### src/rtl/formula_sweep_pkg.sv
// Shared types and constants for the exhaustive formula sweep stage.
package formula_sweep_pkg;

  typedef enum logic [1:0] {
    ST_IDLE  = 2'd0,
    ST_SWEEP = 2'd1,
    ST_DRAIN = 2'd2,
    ST_DONE  = 2'd3
  } state_t;

  localparam int N_IN_DEFAULT = 7;

  // One extra bit so a sweep where every assignment satisfies cannot wrap.
  function automatic int cnt_width(input int n);
    return n + 1;
  endfunction

endpackage

### src/rtl/formula_sweep_slot.sv
// Single-entry valid/ready output register holding one satisfying assignment.
module sweep_slot #(
  parameter int W = 7
) (
  input  logic         clk,
  input  logic         rst,
  input  logic         i_load,
  input  logic [W-1:0] i_data,
  input  logic         i_ready,
  output logic         o_valid,
  output logic [W-1:0] o_data,
  output logic         o_free
);

  logic         r_valid;
  logic [W-1:0] r_data;

  // Free when empty or being drained this cycle; lets a load overlap a consume.
  assign o_free  = !r_valid || i_ready;
  assign o_valid = r_valid;
  assign o_data  = r_data;

  always_ff @(posedge clk) begin
    if (rst) begin
      r_valid <= 1'b0;
      r_data  <= {W{1'b0}};
    end else if (i_load) begin
      r_valid <= 1'b1;
      r_data  <= i_data;
    end else if (r_valid && i_ready) begin
      r_valid <= 1'b0;
    end else begin
      r_valid <= r_valid;
    end
  end

endmodule

### src/rtl/formula_sweep.sv
// Walks every input assignment of a combinational formula in ascending order
// and streams out the satisfying ones, with a count and end-of-sweep pulse.
module formula_sweep
  import formula_sweep_pkg::*;
#(
  parameter int N_IN = N_IN_DEFAULT
) (
  input  logic                       clk,
  input  logic                       rst,
  input  logic                       start,
  output logic [N_IN-1:0]            vec_o,
  input  logic                       f_i,
  output logic                       sat_valid,
  input  logic                       sat_ready,
  output logic [N_IN-1:0]            sat_vec,
  output logic [cnt_width(N_IN)-1:0] sat_count,
  output logic                       busy,
  output logic                       done
);

  localparam int              CW      = cnt_width(N_IN);
  localparam logic [N_IN-1:0] IDX_MAX = {N_IN{1'b1}};
  localparam logic [N_IN-1:0] IDX_ONE = N_IN'(1);
  localparam logic [CW-1:0]   CNT_ONE = CW'(1);

  state_t          r_state;
  logic [N_IN-1:0] r_idx;
  logic [CW-1:0]   r_count;
  logic            r_busy;
  logic            r_done;

  logic w_free;
  logic w_in_sweep;
  logic w_load;
  logic w_advance;

  // A satisfying assignment is only consumed when the slot can take it;
  // otherwise idx holds and f_i is re-evaluated on the same vector.
  assign w_in_sweep = (r_state == ST_SWEEP);
  assign w_load     = w_in_sweep && f_i && w_free;
  assign w_advance  = w_in_sweep && (!f_i || w_free);

  sweep_slot #(.W(N_IN)) u_slot (
    .clk     (clk),
    .rst     (rst),
    .i_load  (w_load),
    .i_data  (r_idx),
    .i_ready (sat_ready),
    .o_valid (sat_valid),
    .o_data  (sat_vec),
    .o_free  (w_free)
  );

  always_ff @(posedge clk) begin
    if (rst) begin
      r_state <= ST_IDLE;
      r_idx   <= {N_IN{1'b0}};
      r_count <= {CW{1'b0}};
      r_busy  <= 1'b0;
      r_done  <= 1'b0;
    end else begin
      r_done <= 1'b0;
      case (r_state)
        ST_IDLE: begin
          if (start) begin
            r_state <= ST_SWEEP;
            r_idx   <= {N_IN{1'b0}};
            r_count <= {CW{1'b0}};
            r_busy  <= 1'b1;
          end
        end
        ST_SWEEP: begin
          if (w_load) begin
            r_count <= r_count + CNT_ONE;
          end
          // The last assignment parks vec_o at all-ones instead of wrapping.
          if (w_advance) begin
            if (r_idx == IDX_MAX) begin
              r_state <= ST_DRAIN;
            end else begin
              r_idx <= r_idx + IDX_ONE;
            end
          end
        end
        ST_DRAIN: begin
          if (w_free) begin
            r_state <= ST_DONE;
            r_busy  <= 1'b0;
            r_done  <= 1'b1;
          end
        end
        ST_DONE: begin
          r_state <= ST_IDLE;
          r_idx   <= {N_IN{1'b0}};
        end
        default: begin
          r_state <= ST_IDLE;
          r_idx   <= {N_IN{1'b0}};
          r_busy  <= 1'b0;
        end
      endcase
    end
  end

  assign vec_o     = r_idx;
  assign sat_count = r_count;
  assign busy      = r_busy;
  assign done      = r_done;

endmodule

### config.mk
export PLATFORM = sky130hd
export DESIGN_NAME = formula_sweep
export DESIGN_NICKNAME = d
export VERILOG_FILES = /design/src/rtl/formula_sweep_pkg.sv /design/src/rtl/formula_sweep_slot.sv /design/src/rtl/formula_sweep.sv
export SDC_FILE = /design/constraint.sdc
export NUM_CORES = 1
export LEC_CHECK = 0
export ABC_AREA = 1
export CELL_PAD_IN_SITES_DETAIL_PLACEMENT = 1
export CELL_PAD_IN_SITES_GLOBAL_PLACEMENT = 2
export CORE_AREA = 2 2 52 90
export CTS_CLUSTER_DIAMETER = 150
export DETAILED_ROUTE_END_ITERATION = 7
export DIE_AREA = 0 0 54 92
export DONT_BUFFER_PORTS = 1
export GPL_ROUTABILITY_DRIVEN = 0
export PLACE_DENSITY = 0.79
export SLEW_MARGIN = 0
export SYNTH_ARGS = -nofsm -noshare
export SYNTH_HDL_FRONTEND = slang
export SYNTH_SLANG_ARGS = --single-unit
### constraint.sdc
create_clock -name clk -period 1.7 [get_ports clk]
set_input_delay 0.34 -clock clk [delete_from_list [all_inputs] [get_ports clk]]
set_output_delay 0.34 -clock clk [all_outputs]
set_load 0.02 [all_outputs]
==> results.txt <==
Critical Path End Type: register
Vias in the first global route: 1370
CP arrival: 1.75 ns
Clk sink count: 27
Max IR drop VDD: 437 uV
Core Area: 4320 sq um
Post-DP Area: 1490 sq um
Initial DRC count: 9
DRC: 0
First-pass GRT wire length: 5990 um
PD cells: 1340 nW/um^2
Overflow after GRT: 0
Hold_ws: 0.122 ns
Clock Path Buffers: 2
CTS buffer count: 3
Post-DP HPWL: 3000 um
Setup Crit Path Kind: reg -> reg
Worst slack at placement: 0.00918 ns
TritonCTS clock tree: yes
Syn_nets: 208
Worst-Skew Late Latency: 0.27 ns
Largest net degree at the start of global routing: 16
Register area share after synthesis: 40.0%
Total GRT Usage: 16.2%
Diode count: 0
Layout cells sized above 1: 16.7%
Fmax: 649 MHz
PnR Total Power: 2.10 mW
HP Class: in -> reg
Post-route ant nets: 0
Req. time, crit path: 1.91 ns
Mapped Cells: 197
Status: finished, final reports clean
Largest cells by area after synthesis: dfxtp_1 (40%), nand2_1 (11%), nor2_1 (10%)
H-tree levels: 1
Synth Register Bits: 27
Synth-to-Final Area Change: 16.4%
Die X: 54 um
DIE HEIGHT: 92 um
Layout Nets: 222
Worst Slack Setup Final: 0.158 ns
Final Cell Area: 1570 sq um
Initial antenna violation count: 0
Period minus WS final: 1.54 ns
Final core utilization: 36.4%
IO Pins: 30
Fin cells: 261
Synth top area share: 40.0%
Worst relative slew slack: 75.4%
Final setup fails: 0
PortBufs: 0
Crit start category: register
First-pass detailed-route iteration total: 4
P_leak: 0.667 nW
Worst-path clk slew: 0.09 ns
Clock tree root driver cell: clkbuf_8
Die Area: 4970 sq um
Max Fanout on Critical Path: 7
Number of fill cells: 558
Most area-hungry cell type in the Yosys netlist: dfxtp_1
Average cell area after synthesis: 6.86 sq um
Synthesized area: 1350 sq um
Final Slew Violations: 0
DR vias/cell: 4.91
Initial Util: 31.3%
YS warnings: 0
Hold Fails Final Rpt: 0
Vias: 1282
Area of the multi-input gates: 724 sq um
Setup TNS: 0 ns
Slew @ Worst Pin: 0.369 ns
Max-capacitance violation count: 0
Tcrit/Tclk final: 90.7%
WL final: 3680 um
WL/cell: 14.1 um
RSZ-0062 raised after global routing: false
Register Area: 542 sq um
Final Skew: 0.00296 ns
Cell Rows: 32
Post-synth cell types: 24
DP Cell Count: 257
## state kept, by name, indices dropped and copies added (netlist names)
signal          count
sat_count           8
r_state             2
u_slot.o_data       7
vec_o               7
u_slot.o_valid      1
done                1
busy                1
## repair_timing
item,CTS,global route
endpoints found under the setup margin,2,17
hold buffers,0,0
resized for setup,0,10
pin swaps,0,1
setup buffers,0,0
## cells in the mapped netlist, drive strengths merged
library cell and number:
nand2 48, dfxtp 27, inv 28, nand3 8, or2 1, nand4 4
nand3b 1, ha 6, a21oi 12, nor2 38, clkinv 1, a31oi 1
buf 1, clkbuf 1, nor3b 2, and3 1, o21ai 15, nor3 2
## metal layers
layer / vias up / wire length (um) / GRT usage (%)
met5: - / 0 / 0
met2: 21 / 2190 / 33.1
li1: 641 / - / -
met4: 0 / 41 / 4.38
met3: 5 / 186 / 3.58
met1: 615 / 1270 / 14.2
## cell type report
cell class	instances	area share, %
well taps	51	4.06
clock buffers	3	2.63
repair buffers	11	5.25
clock inverters	1	0.318
inverters	29	7.24
multi-input cells	139	46.1
flip-flops and latches	27	34.4
## cell usage in the layout (no fill, tap or decap), types with 2 or more instances in the layout
| cell | netlist | final |
|---|---|---|
| nand2_4 | 3 | 3 |
| nor2_1 | 36 | 35 |
| inv_2 | 2 | 4 |
| nand4_1 | 4 | 4 |
| dfxtp_1 | 27 | 26 |
| ha_4 | 0 | 2 |
| nor2_2 | 2 | 2 |
| o21ai_0 | 14 | 14 |
| inv_1 | 26 | 23 |
| clkbuf_8 | 0 | 3 |
| nor3_1 | 2 | 2 |
| a21oi_1 | 12 | 12 |
| buf_4 | 0 | 11 |
| ha_1 | 6 | 4 |
| nor3b_1 | 2 | 2 |
| nand2_2 | 4 | 4 |
| clkinv_2 | 1 | 2 |
| nand3_1 | 7 | 7 |
| nand2_1 | 41 | 41 |
## critical path, cell delays in order (launching register included)
cell and delay, ns:
dfxtp_1 0.35, inv_2 0.12, ha_4 0.17, inv_1 0.04
nor2_1 0.15, inv_2 0.12, nand3_2 0.15, inv_1 0.09
nand2_2 0.10, nand2_1 0.06, a21oi_1 0.14
## worst paths after layout
path	start	slack [ns]	cells after the start	endpoint
max reg2reg	r_state[1]	0.16	10	vec_o[5]
max	r_state[1]	0.16	10	vec_o[5]
min reg2reg	sat_count[0]	0.52	2	sat_count[0]
min	rst	0.12	1	u_slot.o_valid
## where the power goes
group          leakage (nW)  switching [mW]  internal (mW)
logic                 0.422           0.567          0.297
registers             0.220           0.136          0.731
clock network        0.0255           0.205          0.164
total                 0.667           0.909           1.19
## cell families (layout without fill, tap and decap cells)
| kind of cell | count (synthesis) | after routing | share of synthesized area, % |
|---|---|---|---|
| and+or+nand+nor | 105 | 105 | 35.2 |
| buffers and inverters | 31 | 44 | 8.80 |
| AOI/OAI and AO/OA | 28 | 28 | 10.5 |
| DFF | 27 | 27 | 40.0 |
| adders and majority gates | 6 | 6 | 5.56 |
(Power assumes the default switching activity.)
